File: src/rtl/expr_gen.sv
// expr_gen: pseudo-random ASCII expression generator, stream form
// "digit (op digit)*" with operators '+' and '*', one character per
// out_valid/out_ready handshake. Optional single-character corruption lets
// a downstream recognizer's reject path be exercised.
//
// Ports:
//   clk        system clock, rising edge
//   clr        asynchronous active-low reset
//   start      pulse; begins a new expression when idle
//   num_ops    operand count N (clamped to MAX_OPS; 0 ignores start)
//   seed       LFSR seed, latched on accepted start (0 behaves as 8'h01)
//   err_en     enable single-character corruption, latched on start
//   err_pos    character index to corrupt, latched on start
//   out_char   ASCII character
//   out_valid  out_char is valid
//   out_ready  downstream accepts out_char
//   busy       expression in progress
//   done       one-cycle pulse after the last character is accepted
//   char_cnt   index of the character currently presented
module expr_gen #(
  parameter int unsigned MAX_OPS = 8
) (
  input  logic       clk,
  input  logic       clr,
  input  logic       start,
  input  logic [3:0] num_ops,
  input  logic [7:0] seed,
  input  logic       err_en,
  input  logic [3:0] err_pos,
  output logic [7:0] out_char,
  output logic       out_valid,
  input  logic       out_ready,
  output logic       busy,
  output logic       done,
  output logic [3:0] char_cnt
);

  localparam logic [3:0] MAX_N = 4'(MAX_OPS);

  typedef enum logic [1:0] {IDLE, EMIT, DONE} state_e;

  state_e      state_q;
  logic [3:0]  n_q;
  logic        err_en_q;
  logic [3:0]  err_pos_q;
  logic [7:0]  lfsr_q;
  logic [3:0]  cnt_q;
  logic [7:0]  char_q;
  logic        valid_q;
  logic        busy_q;
  logic        done_q;

  logic [3:0]  n_d;
  logic [7:0]  seed_d;
  logic [7:0]  first_char_d;
  logic [7:0]  lfsr_d;
  logic [3:0]  cnt_d;
  logic [7:0]  char_d;
  logic [4:0]  last_idx;
  logic        is_last;

  function automatic logic [7:0] lfsr_step(input logic [7:0] l);
    return {l[6:0], l[7] ^ l[5] ^ l[4] ^ l[3]};
  endfunction

  // Even index -> digit from lfsr[3:0] folded into 0..9, odd -> operator.
  // A corrupted slot gets a character of the wrong class.
  function automatic logic [7:0] sel_char(input logic [7:0] l,
                                          input logic [3:0] idx,
                                          input logic       corrupt);
    logic [7:0] c;
    if (!idx[0]) begin
      if (corrupt)
        c = 8'h2B;
      else if (l[3:0] < 4'd10)
        c = 8'h30 + {4'h0, l[3:0]};
      else
        c = 8'h30 + {4'h0, l[3:0] - 4'd10};
    end else begin
      if (corrupt)
        c = 8'h37;
      else
        c = l[0] ? 8'h2A : 8'h2B;
    end
    return c;
  endfunction

  always_comb begin
    n_d          = (num_ops > MAX_N) ? MAX_N : num_ops;
    seed_d       = (seed == 8'h00) ? 8'h01 : seed;
    first_char_d = sel_char(seed_d, 4'd0, err_en && (err_pos == 4'd0));
    lfsr_d       = lfsr_step(lfsr_q);
    cnt_d        = cnt_q + 4'd1;
    char_d       = sel_char(lfsr_d, cnt_d, err_en_q && (err_pos_q == cnt_d));
    last_idx     = {n_q, 1'b0} - 5'd2;
    is_last      = ({1'b0, cnt_q} == last_idx);
  end

  always_ff @(posedge clk or negedge clr) begin
    if (!clr) begin
      state_q   <= IDLE;
      n_q       <= '0;
      err_en_q  <= 1'b0;
      err_pos_q <= '0;
      lfsr_q    <= 8'h01;
      cnt_q     <= '0;
      char_q    <= '0;
      valid_q   <= 1'b0;
      busy_q    <= 1'b0;
      done_q    <= 1'b0;
    end else begin
      case (state_q)
        IDLE: begin
          done_q <= 1'b0;
          if (start && (num_ops != 4'd0)) begin
            n_q       <= n_d;
            err_en_q  <= err_en;
            err_pos_q <= err_pos;
            lfsr_q    <= seed_d;
            cnt_q     <= '0;
            char_q    <= first_char_d;
            valid_q   <= 1'b1;
            busy_q    <= 1'b1;
            state_q   <= EMIT;
          end
        end
        EMIT: begin
          if (out_ready) begin
            if (is_last) begin
              valid_q <= 1'b0;
              busy_q  <= 1'b0;
              done_q  <= 1'b1;
              state_q <= DONE;
            end else begin
              cnt_q  <= cnt_d;
              lfsr_q <= lfsr_d;
              char_q <= char_d;
            end
          end
        end
        DONE: begin
          done_q  <= 1'b0;
          state_q <= IDLE;
        end
        default: begin
          state_q <= IDLE;
          valid_q <= 1'b0;
          busy_q  <= 1'b0;
          done_q  <= 1'b0;
        end
      endcase
    end
  end

  assign out_char  = char_q;
  assign out_valid = valid_q;
  assign busy      = busy_q;
  assign done      = done_q;
  assign char_cnt  = cnt_q;

endmodule
File: config.mk
export PLATFORM = sky130hd
export DESIGN_NAME = expr_gen
export DESIGN_NICKNAME = d
export VERILOG_FILES = /design/src/rtl/expr_gen.sv
export SDC_FILE = /design/constraint.sdc
export NUM_CORES = 1
export LEC_CHECK = 0
export ABC_CLOCK_PERIOD_IN_PS = 2100
export CAP_MARGIN = 40
export CORE_MARGIN = 5
export CORE_UTILIZATION = 40
export CTS_BUF_LIST = sky130_fd_sc_hd__clkbuf_4 sky130_fd_sc_hd__clkbuf_8
export CTS_CLUSTER_SIZE = 12
export DETAILED_ROUTE_END_ITERATION = 6
export PLACE_DENSITY = 0.67
export SETUP_SLACK_MARGIN = 0.5
export SLEW_MARGIN = 15
export SYNTH_ARGS = -nofsm -noshare
export SYNTH_HDL_FRONTEND = slang
export SYNTH_SLANG_ARGS = --single-unit
File: constraint.sdc
create_clock -name clk -period 2.1 [get_ports clk]
set_input_delay 0.21 -clock clk [delete_from_list [all_inputs] [get_ports clk]]
set_output_delay 0.21 -clock clk [all_outputs]
set_load 0.02 [all_outputs]
# Word level (Yosys, flattened, before mapping)
# Cells that the tools add are included.
[word_totals] reg_bits=33 output_inout_bits=15 elab_cells=77
[classes] addsub=8 order_cmp=3 eq_ne=8 n_mux=32 n_bitwise=4 reduce_logical=13
[ops] cell="$mux 8" count=9
[ops] cell="$pmux 8 s2" count=2
[ops] cell="$add 6x4->7 const A" count=4
[ops] cell="$mux 7" count=3
[ops] cell="$mux 4" count=4
[ops] cell="$logic_not 8->1" count=1
[ops] cell="$lt 4x4->1 const B" count=2
[ops] cell="$ne 2x2->1 const B" count=4
[ops] cell="$pmux 4 s2" count=1
[ops] cell="$reduce_and 4->1" count=2
[ops] cell="$sub 4x4->4 const B" count=2
[ops] cell="$mux 1" count=7
[ops] cell="$mux 2" count=3
[ops] cell="$eq 4x5->1" count=1
[ops] cell="$mux 5" count=1
[ops] cell="$sub 5x2->5 const B" count=1
[ops] cell="$add 4x1->4 const B" count=1
[ops] cell="$eq 4x4->1" count=1
[ops] cell="$gt 4x4->1 const B" count=1
[ops] cell="$logic_not 4->1" count=1
[ops] cell="$pmux 2 s2" count=1
[ops] cell="$reduce_and 2->1" count=2
[ops] cell="$reduce_bool 4->1" count=1
[ops] cell="$logic_and 1x1->1" count=3
[ops] cell="other kinds (8)" count=10

# Longest topological paths before layout
[depth] ltp_word=11 depth_mapped=8 mapped_depth_nobuf=7

# Least setup slack after synthesis
# Ideal clock, no wire load.
[synth_timing] kind="register to register" from="register n_q[0]" to="register char_q[3], in the netlist out_char[3]" setup_time_ns=0.125 arrival_ns=1.969 t_required_ns=1.975 slack_ns=0.006 stages_incl_launch_ff=8 period_less_slack_ns=2.094 path_cell_list="dfrtp_1 -> inv_1 -> ha_1 -> xor2_1 -> or4_4 -> a211o_1 -> buf_6 -> mux2_4"
[synth_via] elab_chain_len=4
[synth_rtl] element="from (decl)" line="43" text="logic [3:0] n_q;"
[synth_rtl] element="from (signal assigned)" line="116" text="n_q <= n_d;"
[synth_rtl] element="$sub 5x2->5" line="95" text="last_idx = {n_q, 1'b0} - 5'd2;"
[synth_rtl] element="$eq 4x5->1" line="96" text="is_last = ({1'b0, cnt_q} == last_idx);"
[synth_rtl] element="$ne 2x2->1 (no line)"
[synth_rtl] element="$reduce_and 4->1 (no line)"
[synth_rtl] element="to (signal assigned)" line="121" text="char_q <= first_char_d;"
[synth_rtl] element="to (signal assigned)" line="137" text="char_q <= char_d;"
[synth_rtl] element="to (decl)" line="48" text="logic [7:0] char_q;"
# No other way between the ends.
# A chain may end at the register's enable or synchronous reset.

# Worst setup path after layout
[layout_timing] from="register n_q[0]" to="register cnt_q[2], in the netlist char_cnt[2]"
[layout_via] elab_chain_len=4
[layout_rtl] element="$sub 5x2->5" line="95"
[layout_rtl] element="$eq 4x5->1" line="96"
[layout_rtl] element="$ne 2x2->1 (no line)"
[layout_rtl] element="$reduce_and 4->1 (no line)"
[layout_rtl] element="to (signal assigned)" line="135" text="cnt_q <= cnt_d;"
[layout_rtl] element="to (decl)" line="47" text="logic [3:0] cnt_q;"
# No other way between the ends.

==> metrics <==
most common cell after layout, fill and taps aside=dfrtp_1; CP max stage cell=or4_4; clk_lat worst skew=290 ps; placed cell areas=2240 µm²; worst-case clock buffer depth=2; # nets final=279; hold bufs inserted after CTS=0; top-level port count=36; cell row count=24; clock sink count=31; CORE AREA=4320 µm²; vias in the first global route=1,561; RSZ-0062 raised after global routing=yes; Mapped Cells=190; Hold Path Depth=3; Req. time, crit path=2330 ps; multi-input logic area=1060 µm²; register area=778 µm²; R2R Path Start=n_q[0]; Synth Area per Inst=9.36 µm²; area delta synth->final=52.4%; Initial DRC Count=156; power after layout=4.41 mW; CTS clock-pin slew for the worst setup and hold paths=70 ps; CTS Root Cell=clkbuf_8; CTS Buf Count=5; f_max=468 MHz; status=complete, but fails checks; Worst VDD drop=0.640 mV; GRT Overall Usage=16.3%; critical path type=reg -> reg; crit start category=register; Hold WC Path Type=in -> reg; Seq/Total Area, Yosys=43.7%; post-route ant nets=0; failing checks=negative setup slack; Synth cell types=46; largest net degree at the start of global routing=32; first-pass GRT wire length=7690 µm; critical-path cell list=inv_2 -> ha_4 -> xor2_2 -> or4_4 -> a211o_4 -> buf_4 -> a21oi_2 -> a31o_2; DIE WIDTH=76.7 µm; clk_skew=10.6 ps; pwr dens=1630 nW/µm²; Slew headroom=62.8%; n_diodes=0; yosys warns=0; Final HPWL DP=3040 µm; R2R depth=8; critical path peak fanout=5; setup ws final=-34.8 ps; min-delay src=num_ops[0]; routed wire length=5230 µm; IO Port Bufs=33; number of synthesized flops with an enable pin=0; Post-Syn Area=1780 µm²; design area=2710 µm²; GP Congestion=0.898; TritonCTS clock tree=done; GRT overflow=0; initial antenna violation count=0; Die H=76.7 µm; vias=1,657; crit path time final=2130 ps; DR WL/cell=17.0 µm; synthesis-stage register bit count=31; Final Cycle Share=102%; # DRC=0; layout cells sized above 1=30.6%; Final Hold Fails=0; full die area=5880 µm²; Via-to-Cell Ratio=5.40; Most used DFF post-synth=dfrtp_1; critical path arrival=2370 ps; actual slew at the worst max-slew pin=553 ps; final slew viol count=0; Worst path max stage delay=470 ps; Fillers=343; Initial Utilization=41.1%; Crit. Startpoint=n_q[0]; LEAKAGE=1.19 nW; H-tree Lvls=2; Synth async-reset ratio=100%; CP endpoint kind=register; max cap viols=0; commonest non-fill, non-tap cells in the layout=dfrtp_1 (29), clkdlybuf4s50_1 (28), buf_4 (24), nand2_1 (20), inv_1 (12); 1st-pass router iterations=4; Final setup viols=5
worst paths after layout:
path                                to  slack [ps]
max reg2reg                char_cnt[2]         -30
max                        char_cnt[2]         -30
max in group asynchronous    lfsr_q[0]        1470
min reg2reg                out_char[5]         470
min                             n_q[0]         270
min in group asynchronous       n_q[1]         310
per-layer routing:
layer  routed length, µm  up-vias  global-route usage (%)  share of wire [%]
met5                   0        -                       0                  0
met2                2510       60                    24.3                 48
met4                 133        0                    6.12                2.5
met1                2310      783                    22.4                 44
li1                    -      802                       -                  -
met3                 272       12                    4.33                5.2
final cells by class:
cell class | instances | share of cell area, %
Multi-Input combinational cell | 137 | 39.1
Clock buffer | 8 | 3.83
Inverter | 14 | 1.94
Timing Repair Buffer | 65 | 24.0
Tap cell | 52 | 2.40
Sequential cell | 31 | 28.7
kinds of logic (layout without fill, tap and decap cells):
| logic type | after synthesis | after routing | synth area share, % |
|---|---|---|---|
| AOI/OAI and AO/OA | 48 | 50 | 17.9 |
| xor gates and xnor gates | 12 | 12 | 6.75 |
| adders and majority gates | 4 | 4 | 2.81 |
| buffers and inverters | 25 | 87 | 6.47 |
| DFF | 31 | 31 | 43.7 |
| muxes | 7 | 7 | 4.64 |
| other | 1 | 2 | 0.211 |
| and+or+nand+nor | 62 | 62 | 17.5 |
worst max-delay path, delay by kind of cell, from the launching register on:
kind	cells	cell delay, ps
xor gates and xnor gates	1	180
and+or+nand+nor	1	470
buffers and inverters	2	230
DFF	1	410
AOI/OAI and AO/OA	3	630
adders and majority gates	1	170
timing repair:
| action | CTS | global route |
|---|---|---|
| pin swaps | 6 | 4 |
| setup buffers | 7 | 8 |
| endpoints found under the setup margin | 25 | 32 |
| gates resized for setup | 17 | 38 |
| gates cloned | 1 | 3 |
per-stage QoR:
| step | worst slack, ps | TNS [ps] | hold slack [ps] | instances | utilization [%] |
|---|---|---|---|---|---|
| global route | -114 | -804 | 296 | 307 | 62.7 |
| global placement | -48.3 | -363 | 455 | 280 | 51.9 |
| finish | -34.8 | -130 | 274 | 307 | 62.7 |
| detailed placement | -58.9 | -512 | 458 | 280 | 51.9 |
| CTS | 51.8 | 0 | 326 | 296 | 57.1 |
| floorplan | 28.9 | 0 | -85.6 | 191 | - |
where the power goes:
group          total [mW]  switching [mW]  leakage (nW)  internal, mW
Clock               0.540           0.228        0.0549         0.312
Sequential           1.14           0.254         0.365         0.885
Combinational        2.73            1.33         0.766          1.40
Total                4.41            1.81          1.19          2.60
state kept, by name, summed over array words and instances (netlist names):
register	flops
n_q	4
char_cnt	4
busy	1
done	1
state_q	2
err_pos_q	4
err_en_q	1
out_char	6
lfsr_q	8
cell usage after synthesis, drive strengths merged, types with 4 or more instances:
library cell / number / share of area, %
a21oi: 6 / 1.7
a31oi: 8 / 2.8
buf: 6 / 2.5
clkbuf: 5 / 1.1
dfrtp: 30 / 42
ha: 4 / 2.8
inv: 14 / 3.0
mux2: 7 / 4.6
nand2: 20 / 4.2
nand3: 6 / 1.7
nor2: 15 / 3.2
nor4: 4 / 1.4
o21ai: 12 / 3.4
xnor2: 7 / 3.4
xor2: 4 / 2.0
No activity file was read; power rests on OpenSTA's default activity.
